===== src/rtl/if_pc_redirect_if.sv =====
// Fetch-unit bus bundle: instruction-memory req/gnt/rvalid port plus the valid/ready link to ID.
// The master modport is the fetch unit; the slave modport is the memory/decode side.
interface if_pc_redirect_if;
   logic        imem_req;
   logic [31:0] imem_addr;
   logic        imem_gnt;
   logic        imem_rvalid;
   logic [31:0] imem_rdata;
   logic        if_valid;
   logic [31:0] if_pc;
   logic [31:0] if_inst;
   logic        id_ready;

   modport master (
      output imem_req, imem_addr, if_valid, if_pc, if_inst,
      input  imem_gnt, imem_rvalid, imem_rdata, id_ready
   );

   modport slave (
      input  imem_req, imem_addr, if_valid, if_pc, if_inst,
      output imem_gnt, imem_rvalid, imem_rdata, id_ready
   );
endinterface


===== src/rtl/if_pc_redirect.sv =====
// IF-stage PC generator: one-outstanding instruction fetch, small fetch queue to ID, EXE redirect handling.
// Define IF_MISALIGN_CHK_EN to trap misaligned redirect targets (if_misalign + HALT state).
module if_pc_redirect #(
   parameter logic [31:0] RESET_PC = 32'h0000_0000,
   parameter int          FQ_DEPTH = 2
) (
   input  logic             clk,
   input  logic             rst,
   input  logic             JTYPE_FLUSH,
   input  logic [31:0]      JTYPE_REAL_ADDR,
   if_pc_redirect_if.master bus,
   output logic             if_misalign
);
   localparam int PW = (FQ_DEPTH > 1) ? $clog2(FQ_DEPTH) : 1;
   localparam int CW = PW + 1;

`ifdef IF_MISALIGN_CHK_EN
   typedef enum logic [2:0] {ST_IDLE, ST_REQ, ST_WAIT, ST_DROP, ST_HALT} state_t;
`else
   typedef enum logic [2:0] {ST_IDLE, ST_REQ, ST_WAIT, ST_DROP} state_t;
`endif

   state_t          state_reg, state_next;
   logic [31:0]     pc_reg, pc_next;
   logic [31:0]     req_pc_reg;
   logic [31:0]     target;
   logic [PW-1:0]   rd_ptr_reg, wr_ptr_reg;
   logic [CW-1:0]   cnt_reg;
   logic [31:0]     fq_pc   [FQ_DEPTH];
   logic [31:0]     fq_inst [FQ_DEPTH];
   logic            req, push, pop, empty;

`ifdef IF_MISALIGN_CHK_EN
   logic misalign_reg, misalign_next, target_misaligned;
   assign target            = JTYPE_REAL_ADDR;
   assign target_misaligned = |JTYPE_REAL_ADDR[1:0];
   assign if_misalign       = misalign_reg;
`else
   logic unused_addr_lsbs;
   assign target           = {JTYPE_REAL_ADDR[31:2], 2'b00};
   assign unused_addr_lsbs = |JTYPE_REAL_ADDR[1:0];
   assign if_misalign      = 1'b0;
`endif

   assign empty         = (cnt_reg == '0);
   assign bus.if_valid  = !empty && !JTYPE_FLUSH;
   assign pop           = bus.if_valid && bus.id_ready;
   assign bus.if_pc     = empty ? 32'h0 : fq_pc[rd_ptr_reg];
   assign bus.if_inst   = empty ? 32'h0 : fq_inst[rd_ptr_reg];
   assign bus.imem_req  = req;
   assign bus.imem_addr = pc_reg;

   always_comb begin
      state_next = state_reg;
      pc_next    = pc_reg;
      req        = 1'b0;
      push       = 1'b0;
`ifdef IF_MISALIGN_CHK_EN
      misalign_next = misalign_reg;
`endif
      case (state_reg)
         ST_IDLE: state_next = ST_REQ;
         ST_REQ: begin
            // Only issue while a queue slot is free, so the response can always be pushed.
            req = !JTYPE_FLUSH && (cnt_reg < CW'(FQ_DEPTH));
            if (req && bus.imem_gnt) begin
               pc_next    = pc_reg + 32'd4;
               state_next = ST_WAIT;
            end
         end
         ST_WAIT: begin
            if (bus.imem_rvalid) begin
               push       = !JTYPE_FLUSH;
               state_next = ST_REQ;
            end
         end
         ST_DROP: begin
            if (bus.imem_rvalid) begin
`ifdef IF_MISALIGN_CHK_EN
               state_next = misalign_reg ? ST_HALT : ST_REQ;
`else
               state_next = ST_REQ;
`endif
            end
         end
`ifdef IF_MISALIGN_CHK_EN
         ST_HALT: state_next = ST_HALT;
`endif
         default: state_next = ST_REQ;
      endcase

      // Redirect overrides everything decided above.
      if (JTYPE_FLUSH) begin
         pc_next = target;
         case (state_reg)
            ST_WAIT: state_next = bus.imem_rvalid ? ST_REQ : ST_DROP;
            ST_DROP: state_next = ST_DROP;
            default: state_next = ST_REQ;
         endcase
`ifdef IF_MISALIGN_CHK_EN
         misalign_next = target_misaligned;
         if (target_misaligned && state_next == ST_REQ) state_next = ST_HALT;
`endif
      end
   end

   always_ff @(posedge clk) begin
      if (rst) begin
         state_reg  <= ST_IDLE;
         pc_reg     <= RESET_PC;
         req_pc_reg <= 32'h0;
         rd_ptr_reg <= '0;
         wr_ptr_reg <= '0;
         cnt_reg    <= '0;
`ifdef IF_MISALIGN_CHK_EN
         misalign_reg <= 1'b0;
`endif
      end else begin
         state_reg <= state_next;
         pc_reg    <= pc_next;
`ifdef IF_MISALIGN_CHK_EN
         misalign_reg <= misalign_next;
`endif
         if (req && bus.imem_gnt) req_pc_reg <= pc_reg;
         if (JTYPE_FLUSH) begin
            rd_ptr_reg <= '0;
            wr_ptr_reg <= '0;
            cnt_reg    <= '0;
         end else begin
            if (push) wr_ptr_reg <= wr_ptr_reg + PW'(1);
            if (pop)  rd_ptr_reg <= rd_ptr_reg + PW'(1);
            cnt_reg <= cnt_reg + CW'(push) - CW'(pop);
         end
      end
   end

   // Queue storage carries no reset; empty gating keeps the head outputs clean.
   always_ff @(posedge clk) begin
      if (push) begin
         fq_pc[wr_ptr_reg]   <= req_pc_reg;
         fq_inst[wr_ptr_reg] <= bus.imem_rdata;
      end
   end
endmodule


===== src/flat_wrapper.sv =====
// flat-port wrapper written by rule: the top's interface ports become plain ports
module if_pc_redirect_flat 
#(
   parameter logic [31:0] RESET_PC = 32'h0000_0000,
   parameter int          FQ_DEPTH = 2
)
  (clk, rst, JTYPE_FLUSH, JTYPE_REAL_ADDR, if_misalign, bus_imem_req, bus_imem_addr, bus_if_valid, bus_if_pc, bus_if_inst, bus_imem_gnt, bus_imem_rvalid, bus_imem_rdata, bus_id_ready);
  if_pc_redirect_if bus_i ();
  input  logic clk;
  input  logic rst;
  input  logic JTYPE_FLUSH;
  input  logic [31:0] JTYPE_REAL_ADDR;
  output logic if_misalign;
  output wire logic [$bits(bus_i.imem_req)-1:0] bus_imem_req;
  output wire logic [$bits(bus_i.imem_addr)-1:0] bus_imem_addr;
  output wire logic [$bits(bus_i.if_valid)-1:0] bus_if_valid;
  output wire logic [$bits(bus_i.if_pc)-1:0] bus_if_pc;
  output wire logic [$bits(bus_i.if_inst)-1:0] bus_if_inst;
  input wire logic [$bits(bus_i.imem_gnt)-1:0] bus_imem_gnt;
  input wire logic [$bits(bus_i.imem_rvalid)-1:0] bus_imem_rvalid;
  input wire logic [$bits(bus_i.imem_rdata)-1:0] bus_imem_rdata;
  input wire logic [$bits(bus_i.id_ready)-1:0] bus_id_ready;
  assign bus_imem_req = bus_i.imem_req;
  assign bus_imem_addr = bus_i.imem_addr;
  assign bus_if_valid = bus_i.if_valid;
  assign bus_if_pc = bus_i.if_pc;
  assign bus_if_inst = bus_i.if_inst;
  assign bus_i.imem_gnt = bus_imem_gnt;
  assign bus_i.imem_rvalid = bus_imem_rvalid;
  assign bus_i.imem_rdata = bus_imem_rdata;
  assign bus_i.id_ready = bus_id_ready;
  if_pc_redirect #(.RESET_PC(RESET_PC), .FQ_DEPTH(FQ_DEPTH)) u_core (.clk(clk), .rst(rst), .JTYPE_FLUSH(JTYPE_FLUSH), .JTYPE_REAL_ADDR(JTYPE_REAL_ADDR), .bus(bus_i), .if_misalign(if_misalign));
endmodule

===== config.mk =====
export PLATFORM = sky130hd
export DESIGN_NAME = if_pc_redirect_flat
export DESIGN_NICKNAME = d
export VERILOG_FILES = /design/src/rtl/if_pc_redirect_if.sv /design/src/rtl/if_pc_redirect.sv /design/src/flat_wrapper.sv
export SDC_FILE = /design/constraint.sdc
export NUM_CORES = 1
export LEC_CHECK = 0
export BUFFER_PORTS_ARGS = -buffer_cell sky130_fd_sc_hd__buf_2
export CAP_MARGIN = 5
export CELL_PAD_IN_SITES_DETAIL_PLACEMENT = 1
export CELL_PAD_IN_SITES_GLOBAL_PLACEMENT = 2
export CORE_MARGIN = 1.5
export CORE_UTILIZATION = 35
export DETAILED_ROUTE_END_ITERATION = 12
export PLACE_DENSITY = 0.8
export SYNTH_ARGS = -nofsm -noshare
export SYNTH_HDL_FRONTEND = slang
export SYNTH_SLANG_ARGS = --single-unit

===== constraint.sdc =====
create_clock -name clk -period 7.5 [get_ports clk]
set_clock_uncertainty 0.05 [all_clocks]
set_input_delay 0 -clock clk [delete_from_list [all_inputs] [get_ports clk]]
set_output_delay 0 -clock clk [all_outputs]
set_load 0.1 [all_outputs]

==> run_results.csv, run 1 <==
group,metric,value,unit
timing,whs,29.1,ps
clock_network,post_cts_buffers,0,
synth,synth_seq_cells,191,
placement,port-buffer-count,161,
clock_network,clkSlewWorstSetupHoldPaths,70,ps
detailed_routing,drc,0,
clock_network,clock_latency,430,ps
timing,max_slew_margin,22.3,%
placement,gp_congestion,0.763,
critical_path,reg2reg_slack,4760,ps
synth,ys.flop_type,"edfxtp_1",
layout,largest_register_ffs,64,
synth,synth_compound_area_share,7.75,%
detailed_routing,vias,5888,
timing,setup_violations,0,
critical_path,worst-path-stages,4,
clock_network,cts.root.buffer_cell,"clkbuf_16",
synth,yosys.area_share.simple,15.2,%
critical_path,cp-start-kind,"flop",
timing,setup_tns,0,ps
die,core-area,21900,um^2
detailed_routing,ant_nets,0,
detailed_routing,first_iter_violations,342,
placement,dpl_cell_area,8880,um^2
critical_path,crit_path_end_kind,"flop",
layout,drive_above_1_share,23.2,%
critical_path,worstRegToRegCells,4,
synth,synth_top_family_by_area,"simple AND/OR/NAND/NOR gates",
grt,grt_pass1_vias,6370,
layout,layout_commonest_cell,"buf_2",
die,row_count,54,
die,die_y,153,um
die,io_pins,169,
hold_path,hp-class,"input port to flop",
timing,drv_slew,0,
detailed_routing,drt_wl_total,20700,um
synth,synth.area.top_cells,"edfxtp_1 (47%), dfxtp_1 (17%), mux2i_1 (7.9%), nand2_1 (4.1%), nor2_1 (4.1%)",
pwr,vdd_drop_max,0.121,mV
timing,rsz0062_at_grt,"no",
critical_path,r2r-start,"u_core.state_reg[0]",
clock_network,cts_sinks,191,
pwr,p_per_area,220,nW/um^2
clock_network,htreeDepth,4,
critical_path,crit_path_top_delay_cell,"buf_4",
critical_path,slowest_delay,640,ps
critical_path,crit_start,"u_core.state_reg[0]",
clock_network,cts-buffers-inserted,17,
synth,synth.area.mux_share,7.91,%
critical_path,path_buf_inv,1,
synth,ys_seq_area_share,64.6,%
layout,reg_top3,"u_core.fq_inst x64, u_core.fq_pc x60",
detailed_routing,dr.pass1.iters,4,
critical_path,cp.arrival,2740,ps
layout,final_cell_mix,"buf_2 (161), edfxtp_1 (124), nand2_1 (86)",
grt,grt_max_degree,76,
timing,fmax,366,MHz
pwr,p_leak,3.67,nW
critical_path,crit_required,7510,ps
synth,synth_fa_ha_area_share,0.478,%
placement,pre_cts_ws,4740,ps
critical_path,path_delay_family,"simple AND/OR/NAND/NOR gates",
grt,grt_pass1_wl,33900,um
synth,synth.avg_cell_area,11.7,um^2
clock_network,cts_hold_buf,63,
timing,finalWorstSetupSlack,4760,ps
synth,synth.distinct_cells,45,
clock_network,clk_path_buf_depth,2,
clock_network,post_cts_resized,0,
timing,period_share,36.5,%
die,fp.dieArea,23300,um^2
timing,finalHoldViolations,0,
placement,hpwl,13400,um
run_status,outcome,"finished, final reports clean",
die,initial_core_util,35.8,%
synth,synth_edf_count,124,
grt,antenna_found_initial,0,
synth,synth_top_area_share,47.5,%
synth,synth-async-reset-ratio,0,%
clock_network,cts_tree,"done",
layout,nets,948,
critical_path,endpoint,"u_core.fq_inst[0][14]",
pwr,power,2.22,mW
layout,top_register,"u_core.fq_inst",
synth,syn_inst,669,
die,die_width,153,um
detailed_routing,vias_per_cell,5.04,
job,drv_cap,0,
timing,worst_pin_slew,1170,ps
synth,yosysWarnings,0,
grt,overflow,0,
synth,yosysTopAreaCell,"edfxtp_1",
critical_path,path_cells,"nand2b_1, nor3b_1, nor2b_4, buf_4",
layout,syn2layout_area_growth,28.3,%
detailed_routing,wl_per_cell,17.7,um
critical_path,critPathMaxFanout,46,
synth,synth_area,7850,um^2
grt,gr-usage-all-layers,18.3,%
layout,stdcell_area,10100,um^2
critical_path,reg2reg_to,"u_core.fq_inst[0][14]",
timing,period_needed,2740,ps
critical_path,path_class,"flop to flop",
layout,num_antenna_cells,0,
synth,synthXorXnorAreaFrac,1.12,%
## layer usage
metal / global-route usage [%] / part of all wire (%) / up-vias
li1: - / - / 2851
met1: 22.8 / 45 / 2862
met2: 32.2 / 49 / 160
met3: 3.78 / 4.4 / 15
met4: 4.85 / 0.95 / 0
met5: 0 / 0 / -
## how the worst min path moves through the flow
stage / startpoint / end / slack, ps / depth (start not counted)
floorplan: bus_imem_rdata[0] / u_core.fq_inst[0][0] / 50 / 0
global placement: bus_imem_rdata[22] / u_core.fq_inst[0][22] / 140 / 1
detailed placement: bus_imem_rdata[22] / u_core.fq_inst[0][22] / 140 / 1
CTS: JTYPE_REAL_ADDR[31] / u_core.bus.imem_addr[31] / 4 / 4
global route: JTYPE_REAL_ADDR[31] / u_core.bus.imem_addr[31] / 60 / 4
finish: bus_imem_gnt / u_core.bus.imem_addr[28] / 30 / 4
## stage by stage
step	util, %	instances
global route	46.0	1168
finish	46.0	1168
global placement	40.6	1073
CTS	46.0	1168
floorplan	-	673
detailed placement	40.6	1073
## synth_stat cells (all sizes together), types with 2 or more instances
library cell and n:
or4 11, and4 2, or3 12, inv 7, o311ai 6, o211ai 4
o41ai 2, and2 7, nor2b 5, a311oi 10, nor3 6, o21ai 7
buf 10, or4b 2, clkbuf 37, and3 4, a31oi 10, dfxtp 67
nand4 13, edfxtp 124, a21oi 36, a211oi 5, o31ai 7, nor3b 3
o221ai 2, nand2b 3, xor2 4, ha 3, nand2 86, nor2 86
o31a 3, mux2i 62, nand3 8, xnor2 6
## tightest hold or removal path, stage by stage
cell and delay, ps:
buf_2 140, nand3_1 70, or4_1 100, o311ai_0 120
## power by group
group	leakage [nW]	switching [mW]	internal, mW
combinational	1.66	0.152	0.0601
clock	0.271	0.413	0.437
sequential	1.73	0.0237	1.13
total	3.67	0.590	1.63
## final cells by class
type / instances / area, um^2
Sequential cell: 191 / 5070
Inverter: 8 / 30.0
Clock inverter: 14 / 119
Timing Repair Buffer: 230 / 1480
Fill cell: 2405 / 11800
Tap cell: 280 / 350
Clock buffer: 18 / 429
Multi-Input combinational cell: 427 / 2580
## cell families after synthesis
family / count (synthesis)
simple gates: 254
flops: 191
compound gates: 93
mux: 62
buf+inv: 55
xor+xnor: 10
fa+ha+maj: 3
other cells: 1
No activity file was read; power rests on OpenSTA's default activity.
==> run 2, diff against run 1 <==
clock period = 2.8 ns   (was 7.5 ns; I/O delays follow)
==> run 2 against run 1 <==
Compared with the run above:
- maximum frequency up 1.7%
- routed wire length up 2.4%
- global-route usage up 0.13 points
- final cell count up 1.5%
- sequential power rose to 2.7 times the previous value
- sequential cell count unchanged
- clock power rose to 2.9 times the previous value
==> run_results.csv, run 2 (synthesized netlist as in run 1, its figures left out) <==
group,metric,value,unit
layout,syn2layout_area_growth,31.7,%
die,die_width,153,um
timing,drv_slew,0,
grt,grt_pass1_vias,6321,
detailed_routing,first_iter_violations,258,
critical_path,critPathMaxFanout,8,
clock_network,htreeDepth,4,
layout,num_antenna_cells,0,
grt,overflow,0,
placement,gp_congestion,0.779,
pwr,p_per_area,598,nW/um^2
critical_path,crit_path_end_kind,"flop",
layout,layout_commonest_cell,"buf_2",
layout,drive_above_1_share,24.6,%
detailed_routing,dr.pass1.iters,4,
timing,setup_tns,0,ps
layout,nets,966,
detailed_routing,ant_nets,0,
layout,top_register,"u_core.fq_inst",
critical_path,path_delay_family,"simple AND/OR/NAND/NOR gates",
critical_path,path_cells,"nand4_1, or4_1, or4_1, o311ai_0, dlygate4sd3_1",
run_status,outcome,"finished, final reports clean",
timing,period_needed,2690,ps
detailed_routing,drt_wl_total,21100,um
layout,stdcell_area,10300,um^2
clock_network,cts-buffers-inserted,17,
critical_path,r2r-start,"u_core.bus.imem_addr[4]",
die,row_count,54,
critical_path,reg2reg_to,"u_core.bus.imem_addr[28]",
detailed_routing,drc,0,
critical_path,endpoint,"u_core.bus.imem_addr[28]",
grt,gr-usage-all-layers,18.5,%
timing,max_slew_margin,54.6,%
placement,dpl_cell_area,9030,um^2
critical_path,reg2reg_slack,110,ps
critical_path,worst-path-stages,5,
critical_path,crit_start,"u_core.bus.imem_addr[4]",
grt,antenna_found_initial,0,
clock_network,post_cts_buffers,0,
placement,hpwl,14300,um
timing,worst_pin_slew,681,ps
timing,rsz0062_at_grt,"no",
placement,port-buffer-count,161,
timing,finalHoldViolations,0,
grt,grt_pass1_wl,34100,um
detailed_routing,vias,6020,
hold_path,hp-class,"input port to flop",
critical_path,slowest_delay,620,ps
clock_network,clk_path_buf_depth,2,
die,io_pins,169,
critical_path,critPathMostFrequentCell,"or4_1",
layout,stdcell_count,1186,
critical_path,cp-start-kind,"flop",
pwr,p_leak,3.79,nW
detailed_routing,vias_per_cell,5.08,
die,die_y,153,um
die,core-area,21900,um^2
layout,final_cell_mix,"buf_2 (161), edfxtp_1 (124), nand2_1 (85)",
layout,reg_top3,"u_core.fq_inst x64, u_core.fq_pc x60",
detailed_routing,wl_per_cell,17.8,um
timing,setup_violations,0,
layout,final_util,47.2,%
grt,grt_max_degree,63,
placement,dp.cells,1085,
critical_path,path_class,"flop to flop",
layout,largest_register_ffs,64,
critical_path,path_buf_inv,1,
critical_path,crit_path_top_delay_cell,"or4_1",
timing,period_share,96.0,%
timing,whs,58.6,ps
critical_path,crit_required,3120,ps
clock_network,cts_sinks,191,
die,initial_core_util,35.8,%
clock_network,cts_tree,"done",
clock_network,clkSlewWorstSetupHoldPaths,80,ps
layout,fillers,2413,
critical_path,worstRegToRegCells,5,
clock_network,clock_latency,430,ps
timing,fmax,372,MHz
critical_path,cp.arrival,3010,ps
job,drv_cap,0,
die,fp.dieArea,23300,um^2
pwr,vdd_drop_max,0.393,mV
clock_network,cts.root.buffer_cell,"clkbuf_16",
-- run 2: repair_timing --
action                                 in CTS  in global routing
gates resized for setup                     0                  2
setup endpoints to repair                   0                  2
hold buffers                               69                  0
endpoints found under the hold margin     101                  0
-- run 2: area by class of cell --
| class | instances | area [um^2] | share of cell area, % |
|---|---|---|---|
| Clock buffer | 18 | 429 | 4.15 |
| Clock inverter | 14 | 180 | 1.74 |
| Inverter | 8 | 30.0 | 0.291 |
| Multi-Input combinational cell | 427 | 2600 | 25.2 |
| Sequential cell | 191 | 5070 | 49.1 |
| Tap cell | 280 | 350 | 3.39 |
| Timing Repair Buffer | 248 | 1670 | 16.2 |
-- run 2: worst reg2reg max path: stages (launching register included) --
cell	delay [ps]
dfxtp_1	490
nand4_1	260
or4_1	620
or4_1	500
o311ai_0	110
dlygate4sd3_1	600
-- run 2: power breakdown --
group	leakage [nW]	switching, mW	internal, mW
registers	1.73	0.0602	3.03
clock network	0.287	1.07	1.42
logic	1.77	0.420	0.173
total	3.79	1.55	4.62
-- run 2: stage by stage --
| step | power (mW) | worst slack [ps] |
|---|---|---|
| detailed placement | 3.67 | 455 |
| global route | 6.37 | 3.78 |
| finish | 6.17 | 111 |
| CTS | 6.22 | 90.2 |
| floorplan | 3.51 | 9.25 |
| global placement | 3.65 | 476 |
-- run 2: worst min-delay path by stage --
stage / from / to / slack, ps / cells after the start
2_1_floorplan: bus_imem_rdata[0] / u_core.fq_inst[0][0] / 50 / 0
3_3_place_gp: bus_imem_rdata[25] / u_core.fq_inst[0][25] / 140 / 1
3_5_place_dp: bus_imem_rdata[9] / u_core.fq_inst[1][9] / 140 / 1
4_1_cts: rst / u_core.req_pc_reg[24] / 20 / 2
5_1_grt: rst / u_core.req_pc_reg[21] / 80 / 2
6_report: rst / u_core.state_reg[1] / 60 / 2
-- run 2: metal layers --
layer	track usage, %	part of all wire, %
met5	0	0
met4	6.59	2.2
met3	3.44	4.0
met2	31.6	49
met1	23.3	45
